### src/rtl/instr_encoder.sv
// instr_encoder
//   Streaming RISC-V instruction assembler. Takes decoded fields (format,
//   opcode, registers, funct3, 32-bit immediate) and scatters the immediate
//   into the format-specific bit positions of a 32-bit instruction word.
//   Two register stages with a valid/ready stream on both sides:
//     stage 1 : captured fields + encodability error
//     stage 2 : assembled instruction word + out_err
//
//   Build option:
//     INSTR_ENC_RANGE_CHECK_EN defined   -> immediates that do not fit the
//                                           format raise out_err.
//     INSTR_ENC_RANGE_CHECK_EN undefined -> out-of-field immediate bits are
//                                           dropped; out_err only marks
//                                           illegal type codes.
//
//   Ports:
//     clk, rst_n                 clock, async active-low reset
//     in_valid / in_ready        input field stream handshake
//     in_type                    000 I, 001 S, 010 B, 011 J, 100 U, else illegal
//     in_opcode, in_rd, in_rs1, in_rs2, in_funct3, in_imm   decoded fields
//     out_valid / out_ready      output word stream handshake
//     out_instr, out_err         assembled word, not-encodable flag
//     enc_count                  error-free words handed off (wraps)
//     err_sticky                 any errored word handed off since reset
module instr_encoder #(
  parameter int CNT_W = 16
) (
  input  logic             clk,
  input  logic             rst_n,
  input  logic             in_valid,
  output logic             in_ready,
  input  logic [2:0]       in_type,
  input  logic [6:0]       in_opcode,
  input  logic [4:0]       in_rd,
  input  logic [4:0]       in_rs1,
  input  logic [4:0]       in_rs2,
  input  logic [2:0]       in_funct3,
  input  logic [31:0]      in_imm,
  output logic             out_valid,
  input  logic             out_ready,
  output logic [31:0]      out_instr,
  output logic             out_err,
  output logic [CNT_W-1:0] enc_count,
  output logic             err_sticky
);

  localparam logic [2:0] T_I = 3'd0;
  localparam logic [2:0] T_S = 3'd1;
  localparam logic [2:0] T_B = 3'd2;
  localparam logic [2:0] T_J = 3'd3;
  localparam logic [2:0] T_U = 3'd4;

  typedef struct packed {
    logic [2:0]  typ;
    logic [6:0]  opcode;
    logic [4:0]  rd;
    logic [4:0]  rs1;
    logic [4:0]  rs2;
    logic [2:0]  funct3;
    logic [31:0] imm;
    logic        err;
  } s1_t;

  // ---------------------------------------------------------------------
  // State
  // ---------------------------------------------------------------------
  logic             s1_valid_q, s1_valid_d;
  s1_t              s1_q, s1_d;
  logic             s2_valid_q, s2_valid_d;
  logic [31:0]      s2_instr_q, s2_instr_d;
  logic             s2_err_q, s2_err_d;
  logic [CNT_W-1:0] cnt_q, cnt_d;
  logic             sticky_q, sticky_d;

  logic s1_adv, s2_adv;
  logic in_err;
  logic [31:0] asm_word;

  // ---------------------------------------------------------------------
  // Handshake: a stage may load when it is empty or its content leaves.
  // in_ready therefore sees out_ready combinationally; the data path
  // itself is fully registered.
  // ---------------------------------------------------------------------
  always_comb begin
    s2_adv   = !s2_valid_q || out_ready;
    s1_adv   = !s1_valid_q || s2_adv;
    in_ready = s1_adv;
  end

  // ---------------------------------------------------------------------
  // Encodability of the incoming fields
  // ---------------------------------------------------------------------
  always_comb begin
    in_err = 1'b0;
    case (in_type)
`ifdef INSTR_ENC_RANGE_CHECK_EN
      // Sign bits above the field must all equal the field's top bit.
      T_I, T_S: in_err = !((&in_imm[31:11]) || !(|in_imm[31:11]));
      // Branch/jump offsets are halfword aligned; bit 0 is not encoded.
      T_B:      in_err = !((&in_imm[31:12]) || !(|in_imm[31:12])) || in_imm[0];
      T_J:      in_err = !((&in_imm[31:20]) || !(|in_imm[31:20])) || in_imm[0];
      T_U:      in_err = |in_imm[11:0];
`else
      T_I, T_S, T_B, T_J, T_U: in_err = 1'b0;
`endif
      default:  in_err = 1'b1;
    endcase
  end

  // ---------------------------------------------------------------------
  // Stage 1 capture
  // ---------------------------------------------------------------------
  always_comb begin
    s1_valid_d = s1_valid_q;
    s1_d       = s1_q;
    if (s1_adv) begin
      s1_valid_d = in_valid;
      if (in_valid) begin
        s1_d.typ    = in_type;
        s1_d.opcode = in_opcode;
        s1_d.rd     = in_rd;
        s1_d.rs1    = in_rs1;
        s1_d.rs2    = in_rs2;
        s1_d.funct3 = in_funct3;
        s1_d.imm    = in_imm;
        s1_d.err    = in_err;
      end
    end
  end

  // ---------------------------------------------------------------------
  // Immediate scatter from the stage-1 fields
  // ---------------------------------------------------------------------
  always_comb begin
    asm_word = 32'd0;
    case (s1_q.typ)
      T_I: asm_word = {s1_q.imm[11:0], s1_q.rs1, s1_q.funct3, s1_q.rd,
                       s1_q.opcode};
      T_S: asm_word = {s1_q.imm[11:5], s1_q.rs2, s1_q.rs1, s1_q.funct3,
                       s1_q.imm[4:0], s1_q.opcode};
      T_B: asm_word = {s1_q.imm[12], s1_q.imm[10:5], s1_q.rs2, s1_q.rs1,
                       s1_q.funct3, s1_q.imm[4:1], s1_q.imm[11], s1_q.opcode};
      T_J: asm_word = {s1_q.imm[20], s1_q.imm[10:1], s1_q.imm[11],
                       s1_q.imm[19:12], s1_q.rd, s1_q.opcode};
      T_U: asm_word = {s1_q.imm[31:12], s1_q.rd, s1_q.opcode};
      // Illegal type codes emit an all-zero word.
      default: asm_word = 32'd0;
    endcase
  end

  // ---------------------------------------------------------------------
  // Stage 2 and handoff bookkeeping
  // ---------------------------------------------------------------------
  always_comb begin
    s2_valid_d = s2_valid_q;
    s2_instr_d = s2_instr_q;
    s2_err_d   = s2_err_q;
    if (s2_adv) begin
      s2_valid_d = s1_valid_q;
      if (s1_valid_q) begin
        s2_instr_d = asm_word;
        s2_err_d   = s1_q.err;
      end
    end
  end

  always_comb begin
    cnt_d    = cnt_q;
    sticky_d = sticky_q;
    if (s2_valid_q && out_ready) begin
      if (s2_err_q) sticky_d = 1'b1;
      else          cnt_d    = cnt_q + CNT_W'(1);
    end
  end

  always_ff @(posedge clk or negedge rst_n) begin
    if (!rst_n) begin
      s1_valid_q <= 1'b0;
      s1_q       <= '0;
      s2_valid_q <= 1'b0;
      s2_instr_q <= 32'd0;
      s2_err_q   <= 1'b0;
      cnt_q      <= '0;
      sticky_q   <= 1'b0;
    end else begin
      s1_valid_q <= s1_valid_d;
      s1_q       <= s1_d;
      s2_valid_q <= s2_valid_d;
      s2_instr_q <= s2_instr_d;
      s2_err_q   <= s2_err_d;
      cnt_q      <= cnt_d;
      sticky_q   <= sticky_d;
    end
  end

  assign out_valid  = s2_valid_q;
  assign out_instr  = s2_instr_q;
  assign out_err    = s2_err_q;
  assign enc_count  = cnt_q;
  assign err_sticky = sticky_q;

endmodule

### config.mk
export PLATFORM = sky130hd
export DESIGN_NAME = instr_encoder
export DESIGN_NICKNAME = d
export VERILOG_FILES = /design/src/rtl/instr_encoder.sv
export SDC_FILE = /design/constraint.sdc
export NUM_CORES = 1
export LEC_CHECK = 0
export ABC_AREA = 1
export BUFFER_PORTS_ARGS = -buffer_cell sky130_fd_sc_hd__buf_2
export CORE_UTILIZATION = 45
export CTS_CLUSTER_DIAMETER = 100
export DETAILED_ROUTE_END_ITERATION = 10
export GPL_ROUTABILITY_DRIVEN = 0
export HOLD_SLACK_MARGIN = 0.02
export MAX_ROUTING_LAYER = met4
export PLACE_DENSITY_LB_ADDON = 0.15
export SLEW_MARGIN = 40
export SYNTH_ARGS = -nofsm -noshare
export SYNTH_HDL_FRONTEND = slang
export SYNTH_SLANG_ARGS = --single-unit
### constraint.sdc
create_clock -name clk -period 1.9 [get_ports clk]
set_input_delay 0 -clock clk [delete_from_list [all_inputs] [get_ports clk]]
set_output_delay 0 -clock clk [all_outputs]
set_load 0.1 [all_outputs]
* Word level (Yosys, flattened, before mapping) *
Cells that the tools add are included.

word-level totals
  flip-flop bits (word level) = 113
  bits of input ports = 64
  output and inout port bits = 52
  word-level logic and storage cells = 38

operators by class
  $add $sub $neg = 1
  equality and inequality tests = 8
  multiplexer cells = 2
  bitwise gates (word level) = 1
  reductions and logical operators = 12

operators with widths
  cell                   number
  $pmux 32 s5            1
  $add 16x1->16 const B  1
  $eq 3x2->1 const B     4
  $reduce_and 2->1       4
  $eq 3x1->1 const B     2
  $eq 3x3->1 const B     2
  $logic_not 3->1        2
  $reduce_or 5->1        1
  $logic_not 1->1        2
  $logic_or 1x1->1       2
  $logic_and 1x1->1      1
  $mux 1                 1
  $not 1->1              1

* Logic depth before layout (Yosys ltp) *
Gate-level depths: netlist of the first run.

  depth after elaboration = 4
  depth in mapped cells = 9
  depth with buffers taken out = 8

* Worst setup path before layout of the first run *
Ideal clock, no wire load.

  kind = register to register
  from = register s2_valid_q (netlist: out_valid)
  to = register s1_q[12] (netlist bit)
  library setup time = 0.116 ns
  data arrival time = 2.509 ns
  data required time = 1.784 ns
  slack = -0.726 ns
  stages on the path, launching flop included = 8
  buffers on the path = 2
  clock period less this slack = 2.626 ns
  path through = dfrtp_1 nand3_2 nand2_4 inv_2 buf_6 buf_2 nand2_1 nand2_1

on the way
  word-level cells in the longest chain between the ends = 4

RTL lines
  element                            RTL line  source
  start: declaration                 69        logic s2_valid_q, s2_valid_d;
  start signal: assignment           188       s2_valid_q <= s2_valid_d;
  $logic_not 1->1                    85        s2_adv = !s2_valid_q || out_ready;
  $logic_or 1x1->1                   85
  $logic_or 1x1->1                   86        s1_adv = !s1_valid_q || s2_adv;
  named net in_ready                 31        output logic in_ready,
  $reduce_and 2->1 (no source line)  --
  end signal: assignment             179       s1_q <= '0;
  end signal: assignment             187       s1_q <= s1_d;
  end: declaration                   68        s1_t s1_q, s1_d;

The timed path passes the listed nets, and every way through them passes these cells.
A chain may end at the register's enable or synchronous reset.

* Worst setup path in the final report of the first run *
  from = register s1_q[60] (netlist bit)
  to = register s2_instr_q[18] (netlist: out_instr[18])

on the way
  word-level cells in the longest chain between the ends = 2
  elaborated cells between the ends (all ways) = 6
  those cells by class = eq/ne (4); mux (1); reduce/logical (1)

RTL lines
  element                             RTL line  source
  $eq 3x3->1 (tied with other cells)  136       case (s1_q.typ)
  $pmux 32 s5 (*)                     136
  end signal: assignment              189       s2_instr_q <= s2_instr_d;
  end: declaration                    70        logic [31:0] s2_instr_q, s2_instr_d;

Mark *: on every way between the ends. The rest lies on a longest branch, timed or not.

==> results_dict.tcl, run 1 <==
set metrics [dict create \
    outcome "complete, no violations" \
    dr_total_vias 4616 \
    coreArea_sq_um 10500 \
    r2r_end "out_instr[18]$_DFFE_PN0P_" \
    topRoutingLayerUsed "met4" \
    fin_crit_sh 0.852 \
    hpwl_mm 8.26 \
    maxCapViolations 0 \
    ys_types 24 \
    routedWlPerCell_um 13.6 \
    drt_iter0_drc 331 \
    cts.path.max_buffers 2 \
    area_growth_pct 40.2 \
    diodes 0 \
    grtUsageTotal 0.246 \
    synth_fp_nets 676 \
    yosys-top-cells-area "dfrtp_1 57%, nand2_1 26%, o21ai_0 4.7%" \
    setup.worst_path.start "s1_q[60]$_DFFE_PN0P_" \
    power.density_nw_per_um2 1480 \
    cp.required_ns 2.30 \
    cts.sinks 113 \
    met2_length_mm 6.31 \
    final-seq-area_sq_um 2830 \
    syn_avg_cell_area_sq_um 8.08 \
    placed_cells 852 \
    wl_met1_mm 5.64 \
    hp-class "input pin to asynchronous set/reset pin" \
    reg2reg_slack_ns 0.28 \
    synth_seq_cells 113 \
    yosys_warnings 0 \
    die_height_um 107 \
    relSlewSlack 0.590 \
    antenna_found_initial 0 \
    skew_ns 0.00681 \
    reg2reg_depth 7 \
    gr-total-overflow 0 \
    start_util 0.472 \
    timing.rr.start "s1_q[60]$_DFFE_PN0P_" \
    io_buffers 115 \
    final_common_cell "nand2_1" \
    irDropWorstVdd_mv 0.923 \
    drive_gt1_frac 0.211 \
    cts_tree "done" \
    numCtsBuffers 17 \
    netlist_instances 611 \
    layout.nets 862 \
    drt-total-wl_mm 12.8 \
    tns_ns 0 \
    worstSkewPairLatency_ns 0.51 \
    dr.pass1.iters 5 \
    rows 37 \
    ys_seq_area_frac 0.573 \
    grt_pass1_wl_mm 21.1 \
    design.die.area_sq_um 11400 \
    fin_util 0.661 \
    fill_cells 875 \
    grt_start_max_net_pins 46 \
    clk_pin_slew_ns 0.06 \
    num_io_pins 116 \
    clock-root-buffer "clkbuf_8" \
    cp-end-kind "flip-flop" \
    grt_pass1_vias 4549 \
    cts_resized 0 \
    maxSlewViolCount 0 \
    setup_viol 0 \
    report.final.hold_viol_count 0 \
    arrival_ns 2.02 \
    final_cell_mix "339 x nand2_1, 114 x buf_2, 110 x dfrtp_1" \
    fmax_mhz 618 \
    netlist.area_leader.share 0.573 \
    die_w_um 107 \
    yosysTopAreaCell "dfrtp_1" \
    rsz0062_at_grt "false" \
    drc 0 \
    worstPathMaxFanout 16 \
    final_cells 946 \
    vias_per_cell 4.88 \
    criticalPathCategory "flip-flop to flip-flop" \
    ant_nets 0 \
    tightest_slew_ns 0.613 \
    totalPowerFinal_mw 10.3 \
    start_kind "flip-flop" \
    wl_met3_um 620 \
    cts_max_level 4 \
    syn_area_sq_um 4930 \
    finalCriticalPeriod_ns 1.62 \
    multiInputGateArea_sq_um 1870 \
    leakage_nw 3.75 \
]
==> Yosys cell counts, drive strengths merged <==
cell type / n
clkbuf: 8
buf: 13
nor2: 19
xnor2: 4
nand4: 5
o21bai: 2
o21ai: 47
a21boi: 1
xor2: 4
nand3b: 3
ha: 1
nand2: 341
dfrtp: 113
inv: 35
nand3: 14
a21oi: 1
==> layer usage <==
metal  vias to the layer above  global-route usage
met1                      2166               0.304
met4                         0               0.107
met2                       162               0.396
li1                       2264                   -
met3                        24              0.0462
met5                         -                   -
==> cells by family after synthesis <==
group | share of synthesized area
buffers and inverters | 0.0497
XOR/XNOR | 0.0142
adder cells (fa/ha/maj) | 0.00254
AND/OR/NAND/NOR | 0.307
AO/OA/AOI/OAI | 0.0540
flip-flops | 0.573
==> power by group <==
| group | switching (mW) | total, mW | internal, mW |
|---|---|---|---|
| clock | 1.09 | 3.28 | 2.19 |
| combinational | 3.05 | 3.73 | 0.683 |
| sequential | 0.358 | 3.26 | 2.90 |
| total | 4.49 | 10.3 | 5.77 |
==> metrics by stage <==
stage                     hold slack (ns)  worst slack [ns]  cell area [sq um]
final                              0.0201             0.281               6920
after global routing               0.0625             0.176               6920
after CTS                          0.0230             0.295               6920
after detailed placement           0.0280             0.351               5690
after global placement             0.0273             0.365               5690
after floorplan                    -0.296            0.0339               4950
==> state kept, by name (all words and copies together), names as in the netlist <==
register    count
enc_count      16
err_sticky      1
out_instr      32
s1_q           61
out_valid       1
out_err         1
s1_valid_q      1
==> repair_timing <==
item / in CTS / in global routing
setup buffers: 0 / 0
hold buffers: 62 / 0
endpoints found under the hold margin: 180 / 0
==> critical path, cell delays in order, from the launching register on <==
cell	delay, ns
dfrtp_1	0.55
inv_2	0.15
nand3_2	0.11
nand2_2	0.21
o21ai_0	0.28
nand2_1	0.09
nand2_1	0.06
nand2_1	0.05
==> worst max path at each step <==
stage / depth (start not counted) / to / slack [ns]
global placement: 7 / out_instr[14]$_DFFE_PN0P_ / 0.36
finish: 7 / out_instr[18]$_DFFE_PN0P_ / 0.28
global route: 7 / out_instr[18]$_DFFE_PN0P_ / 0.18
CTS: 2 / in_ready / 0.30
detailed placement: 7 / out_instr[14]$_DFFE_PN0P_ / 0.35
floorplan: 7 / enc_count[13]$_DFFE_PN0P_ / 0.03
==> area by class of cell <==
type	instances	share of cell area
clock inverters	10	0.0226
multi-input cells	442	0.270
repair buffers	188	0.189
well taps	136	0.0246
inverters	35	0.0190
flip-flops and latches	113	0.410
clock buffers	22	0.0654
No activity file was read; power rests on OpenSTA's default activity.
==> run 2, diff against run 1 <==
--- a/config.mk
+++ b/config.mk
@@ -11,9 +11,11 @@
 export CTS_CLUSTER_DIAMETER = 100
 export DETAILED_ROUTE_END_ITERATION = 10
 export GPL_ROUTABILITY_DRIVEN = 0
+export GPL_TIMING_DRIVEN = 0
 export HOLD_SLACK_MARGIN = 0.02
 export MAX_ROUTING_LAYER = met4
 export PLACE_DENSITY_LB_ADDON = 0.15
+export RECOVER_POWER = 100
 export SLEW_MARGIN = 40
 export SYNTH_ARGS = -nofsm -noshare
 export SYNTH_HDL_FRONTEND = slang
==> results_dict.tcl, run 2 (synthesis results as in run 1) <==
set metrics [dict create \
    start_util 0.472 \
    clk_pin_slew_ns 0.06 \
    crit_path_end "s1_q[27]$_DFFE_PN0P_" \
    report.final.hold_viol_count 0 \
    r2r_end "s1_q[27]$_DFFE_PN0P_" \
    seqPwrFrac 0.302 \
    rsz0062_at_grt "false" \
    start_kind "flip-flop" \
    cts_tree "done" \
    largest_reg_flops 61 \
    fill_cells 841 \
    worst-path-buf-inv 3 \
    setup_slack_ns 0.141 \
    diodes 0 \
    p_sw_frac 0.419 \
    arrival_ns 2.21 \
    rows 37 \
    worst_path_dominant_cell_family "buffers and inverters" \
    maxSlewViolCount 0 \
    timing.rr.start "out_valid$_DFFE_PN0P_" \
    die_w_um 107 \
    num_io_pins 116 \
    totalPowerFinal_mw 10.7 \
    clock-root-buffer "clkbuf_8" \
    worstPathMaxFanout 10 \
    grt_start_max_net_pins 60 \
    gr-total-overflow 0 \
    use_met3 0.0511 \
    grt_pass1_vias 4731 \
    drt-total-wl_mm 13.3 \
    io_buffers 115 \
    ant_nets 0 \
    dr.pass1.iters 5 \
    numCtsBuffers 17 \
    vias_per_cell 4.81 \
    leakage_nw 3.78 \
    fmax_mhz 568 \
    multiInputGateArea_sq_um 1850 \
    pwr-share-comb 0.352 \
    relSlewSlack 0.474 \
    crit_chain "nand3_4, nand2_4, inv_2, clkbuf_4, nand2_1, nand2_1, dlygate4sd3_1" \
    pre_cts_slack_ns 0.216 \
    routedWlPerCell_um 13.8 \
    hpwl_mm 8.57 \
    hp-class "input pin to flip-flop" \
    cp-end-kind "flip-flop" \
    crit_slowest_cell "dlygate4sd3_1" \
    design.die.area_sq_um 11400 \
    area_growth_pct 43.2 \
    grt_pass1_wl_mm 21.7 \
    p_int_mw 6.22 \
    cp_num_cells 7 \
    cts.path.max_buffers 2 \
    final_cells 962 \
    cts.sinks 113 \
    p_clk_frac 0.346 \
    reg2reg_slack_ns 0.14 \
    irDropWorstVdd_mv 1.13 \
    p_sw_mw 4.49 \
    crit_path_frequent_cell "nand2_1" \
    tightest_slew_ns 0.790 \
    grtUsageTotal 0.255 \
    worstSkewPairLatency_ns 0.52 \
    finalCriticalPeriod_ns 1.76 \
    crit_path_max_incr_delay_ns 0.53 \
    grt_use_met1 0.313 \
    final_cell_mix "339 x nand2_1, 110 x dfrtp_1, 67 x dlygate4sd3_1" \
    die_height_um 107 \
    drc 0 \
    use_met2 0.409 \
    drt_iter0_drc 239 \
    fin_crit_sh 0.926 \
    final-seq-area_sq_um 2830 \
    dr_total_vias 4629 \
    placed_cells 863 \
    setup_viol 0 \
    outcome "complete, no violations" \
    reg2reg_depth 7 \
    tns_ns 0 \
    cts_max_level 4 \
    maxCapViolations 0 \
    antenna_found_initial 0 \
    layout.nets 878 \
    regMostFlops "s1_q" \
    busiest_layer "met2" \
    criticalPathCategory "flip-flop to flip-flop" \
    final_common_cell "nand2_1" \
    post-cts-setup-buffer-count 0 \
    cp.required_ns 2.35 \
    setup.worst_path.start "out_valid$_DFFE_PN0P_" \
    drive_gt1_frac 0.201 \
    skew_ns 0.00732 \
    coreArea_sq_um 10500 \
    power.density_nw_per_um2 1520 \
]
[run 2: power groups by stage]
| stage | registers (mW) | clock network (mW) | logic, mW |
|---|---|---|---|
| after floorplan | 5.35 | 0 | 0.816 |
| after global placement | 3.24 | 0 | 3.62 |
| after detailed placement | 3.25 | 0 | 3.68 |
| after CTS | 3.22 | 3.75 | 3.80 |
| after global routing | 3.29 | 3.87 | 3.98 |
| final | 3.23 | 3.71 | 3.77 |
[run 2: worst min-delay path by stage]
stage          depth (start not counted)     start                         to
5_1_grt                                4  in_rd[2]       s1_q[48]$_DFFE_PN0P_
4_1_cts                                4  in_rd[4]       s1_q[50]$_DFFE_PN0P_
3_3_place_gp                           3  in_rd[1]       s1_q[47]$_DFFE_PN0P_
3_5_place_dp                           1     rst_n  enc_count[14]$_DFFE_PN0P_
2_1_floorplan                          0     rst_n   enc_count[0]$_DFFE_PN0P_
6_report                               4  in_rd[4]       s1_q[50]$_DFFE_PN0P_
[run 2: timing repair]
item	CTS	global route
hold buffers	67	0
endpoints found under the hold margin	184	0
endpoints found under the setup margin	0	1
gates resized for setup	0	1
[run 2: through the flow]
step / hold WS (ns) / utilization / area, sq um
final: 0.210 / 0.675 / 7060
after global routing: 0.223 / 0.675 / 7060
after detailed placement: -0.0506 / 0.548 / 5730
after floorplan: -0.296 / - / 4950
after global placement: 0.194 / 0.544 / 5690
after CTS: 0.189 / 0.678 / 7090
[run 2: metal layers]
metal / part of all wire / vias to the layer above
met3: 0.042 / 26
met2: 0.49 / 127
met5: 0 / -
met1: 0.45 / 2186
met4: 0.018 / 0
li1: - / 2290
[run 2: area by class of cell]
class / instances / area share
Buffer: 21 / 0.0156
Clock buffer: 22 / 0.0655
Clock inverter: 10 / 0.0322
Inverter: 35 / 0.0186
Multi-Input combinational cell: 442 / 0.262
Sequential cell: 113 / 0.401
Tap cell: 136 / 0.0241
Timing Repair Buffer: 183 / 0.181
[run 2: tightest hold or removal path, delay by kind of cell]
| family | cells | cell delay [ns] |
|---|---|---|
| buffers and inverters | 2 | 0.60 |
| AND/OR/NAND/NOR | 2 | 0.08 |
==> run 3, diff against run 2 <==
==> constraint.sdc (replaced) <==
create_clock -name clk -period 1.9 [get_ports clk]
set_input_delay 0.095 -clock clk [delete_from_list [all_inputs] [get_ports clk]]
set_output_delay 0.095 -clock clk [all_outputs]
set_load 0.1 [all_outputs]
==> results_dict.tcl, run 3 (synthesis results as in run 1) <==
set metrics [dict create \
    outcome "complete, no violations" \
    criticalPathCategory "flip-flop to flip-flop" \
    setup.worst_path.start "out_valid$_DFFE_PN0P_" \
    vias_per_cell 4.79 \
    skew_ns 0.00725 \
    grt_pass1_wl_mm 21.7 \
    design.die.area_sq_um 11400 \
    hpwl_mm 8.57 \
    die_height_um 107 \
    fmax_mhz 558 \
    largest_reg_flops 61 \
    cts.path.max_buffers 2 \
    num_io_pins 116 \
    coreArea_sq_um 10500 \
    gr-total-overflow 0 \
    tightest_slew_ns 1.43 \
    final_cell_mix "339 x nand2_1, 110 x dfrtp_1, 67 x buf_2" \
    antenna_found_initial 0 \
    regMostFlops "s1_q" \
    hp-class "input pin to flip-flop" \
    power.density_nw_per_um2 1520 \
    worstSkewPairLatency_ns 0.52 \
    pwr-share-comb 0.351 \
    arrival_ns 2.24 \
    diodes 0 \
    cp-end-kind "flip-flop" \
    post-cts-setup-buffer-count 0 \
    crit_chain "nand3_4, nand2_4, inv_2, clkbuf_4, nand2_1, nand2_1, dlygate4sd3_1" \
    rows 37 \
    irDropWorstVdd_mv 1.13 \
    maxSlewViolCount 0 \
    grt_start_max_net_pins 60 \
    seqPwrFrac 0.302 \
    relSlewSlack 0.0491 \
    drc 0 \
    p_sw_mw 4.49 \
    crit_path_frequent_cell "nand2_1" \
    hold_start "in_rd[4]" \
    area_growth_pct 42.5 \
    clk_pin_slew_ns 0.05 \
    setup_viol 0 \
    crit_slowest_cell "dlygate4sd3_1" \
    final_common_cell "nand2_1" \
    drive_gt1_frac 0.204 \
    crit_path_max_incr_delay_ns 0.53 \
    drt-total-wl_mm 13.2 \
    start_util 0.472 \
    fin_crit_sh 0.943 \
    start_kind "flip-flop" \
    worstPathMaxFanout 10 \
    io_buffers 115 \
    reg2reg_depth 7 \
    cts_max_level 4 \
    grt_pass1_vias 4715 \
    min_path_cells 4 \
    routedWlPerCell_um 13.8 \
    numCtsBuffers 17 \
    dr_total_vias 4592 \
    totalPowerFinal_mw 10.7 \
    worst_path_dominant_cell_family "buffers and inverters" \
    drt_iter0_drc 262 \
    grtUsageTotal 0.254 \
    cp_num_cells 7 \
    die_w_um 107 \
    leakage_nw 3.78 \
    dr.pass1.iters 5 \
    p_sw_frac 0.420 \
    p_int_mw 6.21 \
    setup_slack_ns 0.109 \
    cts.sinks 113 \
    pre_cts_slack_ns 0.216 \
    cts_tree "done" \
    cp.required_ns 2.35 \
    timing.rr.start "out_valid$_DFFE_PN0P_" \
    maxCapViolations 0 \
    layout.nets 875 \
    ant_nets 0 \
    fill_cells 841 \
    worst-path-buf-inv 3 \
    p_clk_frac 0.347 \
    clock-root-buffer "clkbuf_8" \
    report.final.hold_viol_count 0 \
    rsz0062_at_grt "false" \
    finalCriticalPeriod_ns 1.79 \
]
==> run 3: changes by cell type in the layout (fill, tap and decap cells not counted), sizes merged <==
| cell | delta |
|---|---|
| dlygate4sd3 | -3 |
| clkbuf | -1 |
| buf | +1 |
==> run 3: power by group through the flow <==
stage                     Sequential, mW  Combinational (mW)  Clock (mW)
after floorplan                     5.35               0.816           0
after global placement              3.24                3.62           0
after detailed placement            3.25                3.68           0
after CTS                           3.22                3.79        3.75
after global routing                3.29                3.98        3.87
final                               3.23                3.76        3.71
==> run 3: timing repair <==
action                                  4_1_cts  5_1_grt
hold buffers                                 64        0
resized for setup                             0        1
hold endpoints to repair                    177        0
endpoints found under the setup margin        0        1
==> run 3: metal layers <==
layer	wire (um)	GRT usage	share of wire	up-vias
li1	-	-	-	2284
met1	5880	0.312	0.45	2136
met2	6400	0.407	0.48	143
met3	653	0.0511	0.049	29
met4	265	0.117	0.020	0
met5	0	-	0	-
==> run 3: worst paths after layout <==
path                                                  end  slack (ns)
worst max-delay path                 s1_q[27]$_DFFE_PN0P_        0.11
max in group asynchronous        enc_count[0]$_DFFE_PN0P_        0.50
worst min register to register       s1_q[20]$_DFFE_PN0P_        0.48
worst min-delay path                 s1_q[50]$_DFFE_PN0P_        0.30
worst max register to register       s1_q[27]$_DFFE_PN0P_        0.11
min in group asynchronous       enc_count[14]$_DFFE_PN0P_        0.44
==> run 3: cell type report <==
cell class	instances	area [sq um]	share of cell area
clock buffers	22	463	0.0658
inverters	35	131	0.0187
flip-flops and latches	113	2830	0.403
clock inverters	10	228	0.0324
multi-input cells	442	1850	0.263
plain buffers	21	113	0.0160
repair buffers	180	1240	0.177
well taps	136	170	0.0242
==> run 3: per-stage QoR <==
stage           util  hold WS (ns)  instances  setup TNS, ns  cell area, sq um
2_1_floorplan      -        -0.201        611              0              4950
3_3_place_gp   0.544         0.289        862         -65.59              5690
3_5_place_dp   0.548        0.0444        863              0              5730
4_1_cts        0.675        0.0924        959              0              7060
5_1_grt        0.672         0.318        959              0              7030
6_report       0.672         0.304        959              0              7030
==> run 3: worst min-delay path, stage by stage <==
cell and delay [ns]:
dlygate4sd3_1 0.51, buf_2 0.09, nand2_1 0.04, nand2_1 0.04
